File: config.mk
export PLATFORM = sky130hd
export DESIGN_NAME = riscv_fetch_stage_flat
export DESIGN_NICKNAME = d
export VERILOG_FILES = /design/src/rtl/riscv_pkg.sv /design/src/rtl/riscv_fetch_stage_if.sv /design/src/rtl/riscv_fetch_stage_fd_pipe_reg.sv /design/src/rtl/riscv_fetch_stage.sv /design/src/flat_wrapper.sv
export SDC_FILE = /design/constraint.sdc
export NUM_CORES = 1
export LEC_CHECK = 0
export CORE_MARGIN = 2
export CORE_UTILIZATION = 25
export CTS_BUF_LIST = sky130_fd_sc_hd__clkbuf_8
export CTS_CLUSTER_DIAMETER = 150
export CTS_CLUSTER_SIZE = 10
export DETAILED_ROUTE_END_ITERATION = 10
export GPL_TIMING_DRIVEN = 0
export PLACE_DENSITY = 0.44
export SYNTH_ARGS = -nofsm -noshare
export SYNTH_HDL_FRONTEND = slang
export SYNTH_SLANG_ARGS = --single-unit
File: constraint.sdc
create_clock -name clk_i -period 9.3 [get_ports clk_i]
set_input_delay 1.395 -clock clk_i [delete_from_list [all_inputs] [get_ports clk_i]]
set_output_delay 1.395 -clock clk_i [all_outputs]
set_load 0.02 [all_outputs]
File: src/rtl/riscv_pkg.sv
// Types and constants shared by the RISC-V pipeline stages.
package riscv_pkg;

   localparam int XLEN = 32;
   localparam logic [XLEN-1:0] NOP_INSTR = 32'h0000_0013;

   typedef enum logic [1:0] {S_IDLE, S_REQ, S_WAIT, S_HOLD} fetch_state_e;

   typedef struct packed {
      logic [XLEN-1:0] pc;
      logic [XLEN-1:0] pc_plus4;
      logic [XLEN-1:0] instr;
      logic            valid;
   } fd_reg_t;

endpackage

File: src/rtl/riscv_fetch_stage_if.sv
// Instruction-memory request/response channel; at most one request in flight.
interface riscv_fetch_stage_if #(
   parameter int DW = 32
);
   logic          req;
   logic [DW-1:0] addr;
   logic          rvalid;
   logic [DW-1:0] rdata;

   modport master (output req, addr, input rvalid, rdata);
   modport slave  (input req, addr, output rvalid, rdata);
endinterface

File: src/rtl/riscv_fetch_stage_fd_pipe_reg.sv
// Pipeline register with priority reset > flush > stall > load; a bubble keeps the PC fields.
module fd_pipe_reg
   import riscv_pkg::*;
#(
   parameter logic [XLEN-1:0] BUBBLE = NOP_INSTR
) (
   input  logic    clk,
   input  logic    rst,
   input  logic    load,
   input  logic    stall,
   input  logic    flush,
   input  fd_reg_t d,
   output fd_reg_t q
);

   always_ff @(posedge clk) begin
      if (rst) begin
         q <= '{pc: '0, pc_plus4: '0, instr: BUBBLE, valid: 1'b0};
      end else if (flush || (!stall && !load)) begin
         q.instr <= BUBBLE;
         q.valid <= 1'b0;
      end else if (!stall) begin
         q <= d;
      end
   end

endmodule

File: src/rtl/riscv_fetch_stage.sv
// Fetch stage: owns the PC, talks to instruction memory and feeds the F/D register.
module riscv_fetch_stage #(
   parameter int            DW        = 32,
   parameter logic [DW-1:0] ADDENT    = 4,
   parameter logic [DW-1:0] RESET_PC  = '0,
   parameter logic [DW-1:0] NOP_INSTR = riscv_pkg::NOP_INSTR
) (
   input  logic                clk_i,
   input  logic                rst_i,
   input  logic                stall_fd_i,
   input  logic                flush_fd_i,
   input  logic                br_taken_i,
   input  logic [DW-1:0]       br_target_i,
   riscv_fetch_stage_if.master imem,
   output logic [DW-1:0]       pc_d_o,
   output logic [DW-1:0]       instr_d_o,
   output logic [DW-1:0]       pc_plus4_d_o,
   output logic                valid_d_o
);
   import riscv_pkg::*;

   fetch_state_e  state_q, state_d;
   logic [DW-1:0] pc_q, pc_n, pc_inc, target;
   logic [DW-1:0] hold_q, hold_n;
   logic          kill_q, kill_n;
   logic          fd_load;
   logic          unused_tgt_lsb;
   fd_reg_t       fd_in, fd_q;

   assign target         = {br_target_i[DW-1:2], 2'b00};
   assign unused_tgt_lsb = ^br_target_i[1:0];
   assign pc_inc         = pc_q + ADDENT;

   always_ff @(posedge clk_i) begin
      if (rst_i) begin
         state_q <= S_IDLE;
         pc_q    <= RESET_PC;
         kill_q  <= 1'b0;
      end else begin
         state_q <= state_d;
         pc_q    <= pc_n;
         kill_q  <= kill_n;
      end
   end

   always_ff @(posedge clk_i) hold_q <= hold_n;

   // pc_q always names the address of the request in flight (or about to be issued)
   always_comb begin
      state_d   = state_q;
      pc_n      = pc_q;
      kill_n    = kill_q;
      hold_n    = hold_q;
      imem.req  = 1'b0;
      imem.addr = pc_q;
      fd_load   = 1'b0;
      fd_in     = '{pc: pc_q, pc_plus4: pc_inc, instr: imem.rdata, valid: 1'b1};
      unique case (state_q)
         S_IDLE: begin
            if (br_taken_i) pc_n = target;
            state_d = S_REQ;
         end
         S_REQ: begin
            imem.req = 1'b1;
            if (br_taken_i) begin
               imem.addr = target;
               pc_n      = target;
            end
            state_d = S_WAIT;
         end
         S_WAIT: begin
            if (imem.rvalid) begin
               if (br_taken_i) begin
                  imem.req  = 1'b1;
                  imem.addr = target;
                  pc_n      = target;
                  kill_n    = 1'b0;
               end else if (kill_q) begin
                  imem.req = 1'b1;
                  kill_n   = 1'b0;
               end else if (!stall_fd_i) begin
                  fd_load   = 1'b1;
                  imem.req  = 1'b1;
                  imem.addr = pc_inc;
                  pc_n      = pc_inc;
               end else begin
                  hold_n  = imem.rdata;
                  state_d = S_HOLD;
               end
            end else if (br_taken_i) begin
               // response still owed for the old path; drop it when it lands
               pc_n   = target;
               kill_n = 1'b1;
            end
         end
         S_HOLD: begin
            fd_in.instr = hold_q;
            if (br_taken_i) begin
               pc_n    = target;
               state_d = S_REQ;
            end else if (!stall_fd_i) begin
               fd_load = 1'b1;
               pc_n    = pc_inc;
               state_d = S_REQ;
            end
         end
         default: state_d = S_IDLE;
      endcase
   end

   fd_pipe_reg #(
      .BUBBLE (NOP_INSTR)
   ) u_fd_reg (
      .clk   (clk_i),
      .rst   (rst_i),
      .load  (fd_load),
      .stall (stall_fd_i),
      .flush (flush_fd_i | br_taken_i),
      .d     (fd_in),
      .q     (fd_q)
   );

   assign pc_d_o       = fd_q.pc;
   assign instr_d_o    = fd_q.instr;
   assign pc_plus4_d_o = fd_q.pc_plus4;
   assign valid_d_o    = fd_q.valid;

endmodule

File: src/flat_wrapper.sv
// flat-port wrapper written by rule: the top's interface ports become plain ports
module riscv_fetch_stage_flat import riscv_pkg::*;
#(
   parameter int            DW        = 32,
   parameter logic [DW-1:0] ADDENT    = 4,
   parameter logic [DW-1:0] RESET_PC  = '0,
   parameter logic [DW-1:0] NOP_INSTR = riscv_pkg::NOP_INSTR
)
  (clk_i, rst_i, stall_fd_i, flush_fd_i, br_taken_i, br_target_i, pc_d_o, instr_d_o, pc_plus4_d_o, valid_d_o, imem_req, imem_addr, imem_rvalid, imem_rdata);
  riscv_fetch_stage_if #(.DW(DW)) imem_i ();
  input  logic clk_i;
  input  logic rst_i;
  input  logic stall_fd_i;
  input  logic flush_fd_i;
  input  logic br_taken_i;
  input  logic [DW-1:0] br_target_i;
  output logic [DW-1:0] pc_d_o;
  output logic [DW-1:0] instr_d_o;
  output logic [DW-1:0] pc_plus4_d_o;
  output logic valid_d_o;
  output wire logic [$bits(imem_i.req)-1:0] imem_req;
  output wire logic [$bits(imem_i.addr)-1:0] imem_addr;
  input wire logic [$bits(imem_i.rvalid)-1:0] imem_rvalid;
  input wire logic [$bits(imem_i.rdata)-1:0] imem_rdata;
  assign imem_req = imem_i.req;
  assign imem_addr = imem_i.addr;
  assign imem_i.rvalid = imem_rvalid;
  assign imem_i.rdata = imem_rdata;
  riscv_fetch_stage #(.DW(DW), .ADDENT(ADDENT), .RESET_PC(RESET_PC), .NOP_INSTR(NOP_INSTR)) u_core (.clk_i(clk_i), .rst_i(rst_i), .stall_fd_i(stall_fd_i), .flush_fd_i(flush_fd_i), .br_taken_i(br_taken_i), .br_target_i(br_target_i), .imem(imem_i), .pc_d_o(pc_d_o), .instr_d_o(instr_d_o), .pc_plus4_d_o(pc_plus4_d_o), .valid_d_o(valid_d_o));
endmodule
After elaboration in Yosys (flattened, before gate mapping)
Cells that the tools add are included.
- register bits after elaboration: 164
- input port bits: 70
- output and inout port bits: 130
- logic and storage cells: 63
- $add $sub $neg: 1
- eq/ne operators: 8
- mux-type cells: 29
- bitwise logic cells: 5
- reduce and logical (&&, ||, !) cells: 12
- operators with widths (operator ; number):
    $mux W32 ; 8
    $pmux W32 S3 ; 1
    $pmux W32 S2 ; 1
    $add A32 B3 Y32 const B ; 1
    $mux W2 ; 6
    $mux W1 ; 10
    $reduce_and A5 Y1 ; 2
    $ne A2 B2 Y1 const B ; 4
    $pmux W2 S4 ; 1
    $eq A2 B2 Y1 const B ; 2
    $not A1 Y1 ; 4
    $pmux W1 S2 ; 2
    $reduce_and A2 Y1 ; 2
    $reduce_or A2 Y1 ; 2
    $ne A3 B3 Y1 const B ; 1
    $eq A2 B1 Y1 const B ; 1
    $logic_not A1 Y1 ; 2
    $logic_not A2 Y1 ; 1
    $reduce_bool A2 Y1 ; 1
    $logic_and A1 B1 Y1 ; 1
    $logic_or A1 B1 Y1 ; 1
    $or A1 B1 Y1 ; 1

Longest topological paths before layout
Gate-level depths: netlist of run 1.
- word-level depth: 10
- gate-level depth with buffers: 10
- gate-level depth less buffers: 7

Hierarchy
A second synthesis of run 1 with hierarchy kept.
- cell total of the unflattened synthesis: 1259
- area, all modules: 10533.9 um2
- modules (own cells, without submodules) (module ; instances ; cells each ; area each (um2) ; seq. area each (um2)):
    riscv_fetch_stage ; 1 ; 834 ; 6311.1 ; 1661.6
    fd_pipe_reg ; 1 ; 425 ; 4222.8 ; 1941.9

Worst setup path after synthesis of run 1
OpenSTA, ideal clock, no wires.
- path type: input to output
- from: input br_taken_i
- to: output imem_addr[7]
- data arrival time: 3174 ps
- required time: 7905 ps
- slack: 4731 ps
- stages: 7
- path buffers: 5
- cells stage by stage: buf_2 > buf_2 > clkbuf_1 > clkbuf_1 > buf_1 > nor2_1 > o21ai_0
- longest elaborated chain between the ends: 3
- elaborated cells on any way between the ends: 4
- those cells by class: 4 x mux
- ends and longest elaborated chain (element ; line ; source):
    from (decl) ; flat_wrapper.sv:15 ; input logic br_taken_i;
    $mux W32 ; -- ;
    $mux W32 ; riscv_fetch_stage.sv:72 ; if (imem.rvalid) begin
    $pmux W32 S2 (*) ; riscv_fetch_stage.sv:58 ; unique case (state_q)
    to (decl) ; flat_wrapper.sv:22 ; output wire logic [$bits(imem_i.addr)-1:0] imem_addr;
Mark *: on every way between the ends. The rest lies on a longest branch, timed or not.

Worst setup path after layout of run 1
Same ends and word-level chain as after synthesis.

==> impl_metrics.tcl, run 1 <==
set metrics [dict create \
    status "completed" \
    antenna_found_initial 5 \
    cp_max_fo 10 \
    synth_cell_type_count 76 \
    yosys.area_share.simple_pct 25.8 \
    worstSetupEndpointType "output pin" \
    ys_top_cells_by_count "147 x nor2_1, 136 x nand2_1, 130 x dfxtp_1" \
    grt_pass1_wl_mm 74.4 \
    drv_cap 0 \
    io_buffers 196 \
    fp-row-count 72 \
    synth_edf_count 32 \
    initial_utilization_pct 25.3 \
    drc 0 \
    hp-class "reg -> reg" \
    grt-ovfl-total 0 \
    worstSetupPathType "in -> out" \
    yosysMostFrequentCell "nor2_1" \
    grt_usage_pct 25.0 \
    period_needed_ps 7340 \
    clock_latency_ps 520 \
    start_kind "input port" \
    die_area_um2 40700 \
    yosys.area_share.adder_pct 0.640 \
    synthMuxAreaShare_pct 4.78 \
    htreeDepth 4 \
    final-hold-violation-count 0 \
    hold_ws_ps 456 \
    clkSinkCount 162 \
    cts_resized 0 \
    root_buffer "clkbuf_8" \
    synth_area_um2 9770 \
    synth_largest_area_cell "dfxtp_1" \
    synth_cells 1255 \
    fin_crit_sh_pct 79.0 \
    syn_nets 1330 \
    nets 1547 \
    drv_slew 0 \
    synth_compound_area_share_pct 22.6 \
    synth_top_area_share_pct 26.6 \
    syn_to_final_growth_pct 31.4 \
    dr_total_vias 11100 \
    cts_buffer_depth 2 \
    cts_tree "yes" \
    yosys_register_bits 162 \
    peakVddDrop_uv 126 \
    clkSlewWorstSetupHoldPaths_ps 80 \
    core_area_um2 38600 \
    detailed_place_hpwl_mm 38.1 \
    worstMarginPinSlew_ps 1320 \
    drt-total-wl_mm 51.6 \
    wl_per_cell_um 25.8 \
    power_density_nw_per_um2 187 \
    die_h_um 202 \
    p_leak_nw 3.98 \
    drive_gt1_share_pct 4.98 \
    tns_ps 0 \
    synth_area_leaders "dfxtp_1 27%, edfxtp_1 9.8%, nor2_1 5.6%" \
    synth_seq_area_share_pct 36.5 \
    worstPathArrival_ps 5950 \
    post_cts_buffers 0 \
    required_ps 7910 \
    routed_via_density 5.53 \
    num_io_pins 200 \
    postLayoutCoreUtil_pct 33.2 \
    async_flop_share_pct 0 \
    max_freq_mhz 136 \
    ant_nets 0 \
    routabilityCongestion 0.949 \
    drt_iter0_drc 1206 \
    drtPass1Iterations 6 \
    maxSlewHeadroom_pct 11.2 \
    cts.hold.buffers_added 0 \
    cts_made_buffers 17 \
    clock-skew-final_ps 28.0 \
    die_w_um 202 \
    grt_max_degree 27 \
    synth-xor-area-share_pct 3.50 \
    synth_top_family_by_area "simple AND/OR/NAND/NOR gates" \
    rsz0062_at_grt "false" \
    yosys_most_used_dff "dfxtp_1" \
    setup_viol 0 \
    synth-warning-count 0 \
    grt_pass1_vias 10700 \
    avgSynthCellArea_um2 7.79 \
]
[power by group]
group	leakage [nW]	total (mW)	switching, mW	internal, mW
clock network	0.204	0.573	0.326	0.247
logic	2.43	1.03	0.679	0.346
registers	1.34	0.798	0.0406	0.758
[sequential cells by signal, indices dropped and copies added, names as in the netlist]
name,flops
u_core.pc_q,32
u_core.u_fd_reg.q,95
u_core.hold_q,32
u_core.kill_q,1
u_core.state_q,2
[final timing paths]
kind | slack [ps] | to | depth (start not counted) | startpoint
hold / removal | 460 | u_core.u_fd_reg.q[74] | 2 | u_core.u_fd_reg.q[74]
hold reg to reg | 460 | u_core.u_fd_reg.q[74] | 2 | u_core.u_fd_reg.q[74]
setup reg to reg | 5860 | u_core.pc_q[24] | 6 | u_core.pc_q[3]
setup / recovery | 1960 | imem_addr[7] | 9 | br_taken_i
[placed cells by master (no fill, tap or decap), types with 6 or more instances in the layout]
cell type / count
a22oi_1: 14
dfxtp_1: 130
nand2_1: 136
inv_6: 6
a221oi_1: 9
buf_1: 10
and4_1: 12
edfxtp_1: 32
or3_1: 9
nor4_1: 34
o22ai_1: 7
or4_1: 9
a32oi_1: 7
a22o_1: 7
buf_2: 15
nor2_1: 146
nand3_1: 38
inv_1: 21
o31a_1: 12
o211ai_1: 7
o31ai_1: 7
xnor2_1: 26
a221o_1: 7
a31oi_1: 15
clkbuf_8: 18
mux2i_1: 41
o21ai_0: 69
xor2_1: 13
nor2b_1: 14
and3_1: 6
nand2b_1: 23
a21oi_1: 100
nand4_1: 23
nor3_1: 34
clkdlybuf4s50_1: 196
clkbuf_1: 100
a211oi_1: 29
[critical path, stage by stage]
cell and delay, ps:
clkdlybuf4s50_1 520, buf_2 300, buf_2 360, clkbuf_1 550, clkbuf_1 710, buf_1 830
nor2_1 100, o21ai_0 470, clkdlybuf4s50_1 700
[stage by stage]
stage	worst slack, ps	instance area (um2)	power, mW	instances
2_1_floorplan	4730	9770	1.35	1255
3_3_place_gp	1940	12400	1.81	1969
3_5_place_dp	2150	12400	1.81	1970
4_1_cts	2130	12800	2.39	2002
5_1_grt	2050	12800	2.50	2003
6_report	1960	12800	2.40	2004
[routing by layer]
metal  vias up  share of wire, %  track usage (%)  wire (um)
li1       5014                 -                -          -
met1      5272                42             32.2      21700
met2       631                43             38.2      22400
met3       159               9.2             6.93       4760
met4         8               5.3             13.0       2750
met5         -             0.079                0         41
[area by class of cell]
| class | count | area (um2) |
|---|---|---|
| Antenna cell | 1 | 2.50 |
| Buffer | 129 | 522 |
| Clock buffer | 17 | 234 |
| Clock inverter | 15 | 174 |
| Fill cell | 4132 | 25800 |
| Inverter | 22 | 82.6 |
| Multi-Input combinational cell | 942 | 5620 |
| Sequential cell | 162 | 3560 |
| Tap cell | 518 | 648 |
| Timing Repair Buffer | 198 | 2000 |
[kinds of logic after synthesis]
group,after synthesis
adder cells (fa/ha/maj),5
AO/OA/AOI/OAI,337
AND/OR/NAND/NOR,515
buffers and inverters,151
flip-flops,162
XOR/XNOR,39
multiplexers,46
(Power assumes the default switching activity.)
==> run 2: changes to the inputs <==
- clock period: 9.3 -> 7 ns (I/O delays scaled with it)
==> run 2 against run 1 <==
Non-clock buffer count down 1. Core utilization hardly changed. Critical path depth did not move. Critical endpoint unchanged. Clock power up 32%. Highest routed layer unchanged. Worst hold slack hardly changed. Clock skew increased by 1.6 ps. Register-to-register slack got worse by 2300 ps.
==> impl_metrics.tcl, run 2 (synthesized netlist as in run 1, its figures left out) <==
set metrics [dict create \
    status "completed" \
    grt_pass1_wl_mm 74.3 \
    cts_tree "yes" \
    drc 0 \
    start_kind "input port" \
    final_common_cell "clkdlybuf4s50_1" \
    cts_buffer_depth 2 \
    grt_pass1_vias 10700 \
    peakVddDrop_uv 167 \
    drv_cap 0 \
    ant_nets 0 \
    wl_per_cell_um 25.7 \
    dr_total_vias 11100 \
    grt_max_degree 27 \
    core_area_um2 38600 \
    place_area_um2 12400 \
    power_density_nw_per_um2 248 \
    routed_via_density 5.55 \
    die_area_um2 40700 \
    reg_top3 "u_core.u_fd_reg.q x95, u_core.hold_q x32, u_core.pc_q x32" \
    drt-total-wl_mm 51.5 \
    cts_resized 0 \
    clock_latency_ps 520 \
    root_buffer "clkbuf_8" \
    cp_max_fo 10 \
    clkSlewWorstSetupHoldPaths_ps 80 \
    max_stage_delay_ps 820 \
    postLayoutCoreUtil_pct 33.2 \
    p_leak_nw 3.97 \
    crit_start "br_taken_i" \
    drt_iter0_drc 1108 \
    antenna_found_initial 5 \
    grt_usage_pct 25.0 \
    maxSlewHeadroom_pct 5.73 \
    detailed_place_hpwl_mm 38.1 \
    final-hold-violation-count 0 \
    nets 1546 \
    setup_viol 0 \
    worstMarginPinSlew_ps 1410 \
    cts_made_buffers 17 \
    required_ps 5950 \
    period_needed_ps 6630 \
    fin_crit_sh_pct 94.8 \
    io_buffers 196 \
    die_w_um 202 \
    routabilityCongestion 0.949 \
    post_cts_buffers 0 \
    num_io_pins 200 \
    slowest_stage "buf_1" \
    drv_slew 0 \
    max_freq_mhz 151 \
    path_cells "clkdlybuf4s50_1 > buf_2 > buf_2 > clkbuf_1 > clkbuf_1 > buf_1 > nor2_1 > o21ai_0 > clkdlybuf4s50_1" \
    hp-start "u_core.u_fd_reg.q[74]" \
    largest_register_ff_count 95 \
    worstPathArrival_ps 5580 \
    hp-class "reg -> reg" \
    final_cell_mix "196 x clkdlybuf4s50_1, 146 x nor2_1, 136 x nand2_1, 130 x dfxtp_1" \
    top_register "u_core.u_fd_reg.q" \
    final_area_um2 12800 \
    clock-skew-final_ps 29.5 \
    fillers 4133 \
    rsz0062_at_grt "false" \
    syn_to_final_growth_pct 31.3 \
    htreeDepth 4 \
    drtPass1Iterations 5 \
    r2r-start "u_core.pc_q[3]" \
    r2r_slack_ps 3540 \
    drive_gt1_share_pct 4.92 \
    worstSetupEndpointType "output pin" \
    cts.hold.buffers_added 0 \
    initial_utilization_pct 25.3 \
    die_h_um 202 \
    fp-row-count 72 \
    worstSetupPathType "in -> out" \
    clkSinkCount 162 \
    hold_ws_ps 456 \
    grt-ovfl-total 0 \
]
==> run 2: power by group <==
part	switching, mW	leakage, nW	internal, mW	total, mW
clock	0.431	0.204	0.328	0.758
sequential	0.0540	1.34	1.01	1.06
combinational	0.903	2.42	0.455	1.36
==> run 2: layer usage <==
layer,part of all wire (%),wire [um],GRT usage [%],up-vias
li1,-,-,-,5023
met1,42,21500,32.2,5276
met2,43,22400,38.2,661
met3,9.7,4980,6.80,154
met4,5.2,2660,13.0,8
met5,0.10,53,0,-
==> run 2: layout make-up <==
type	instances	area (um2)	share of cell area, %
clock buffer	17	234	1.82
inverter	22	82.6	0.644
antenna	2	5.00	0.0390
buffer	129	522	4.07
multi-input combinational	942	5620	43.8
sequential	162	3560	27.8
timing repair buffer	197	1980	15.5
clock inverter	15	174	1.36
tap	518	648	5.05
==> run 2: worst max-delay path, delay by kind of cell <==
| family | cells | cell delay, ps |
|---|---|---|
| compound gates | 1 | 470 |
| buf+inv | 7 | 3930 |
| simple gates | 1 | 110 |
==> run 2: path summary, 6_finish.rpt <==
path | cells after the start | endpoint
worst max-delay path | 9 | imem_addr[7]
worst min-delay path | 2 | u_core.u_fd_reg.q[74]
worst max register to register | 6 | u_core.pc_q[24]
worst min register to register | 2 | u_core.u_fd_reg.q[74]
==> run 2: through the flow <==
step	instances	total power [mW]	worst slack (ps)	setup TNS (ps)
after global placement	1969	2.40	-11.4	-320
after global routing	2002	3.31	444	0
final	2004	3.18	366	0
after CTS	2002	3.17	523	0
after floorplan	1255	1.79	2880	0
after detailed placement	1970	2.41	539	0
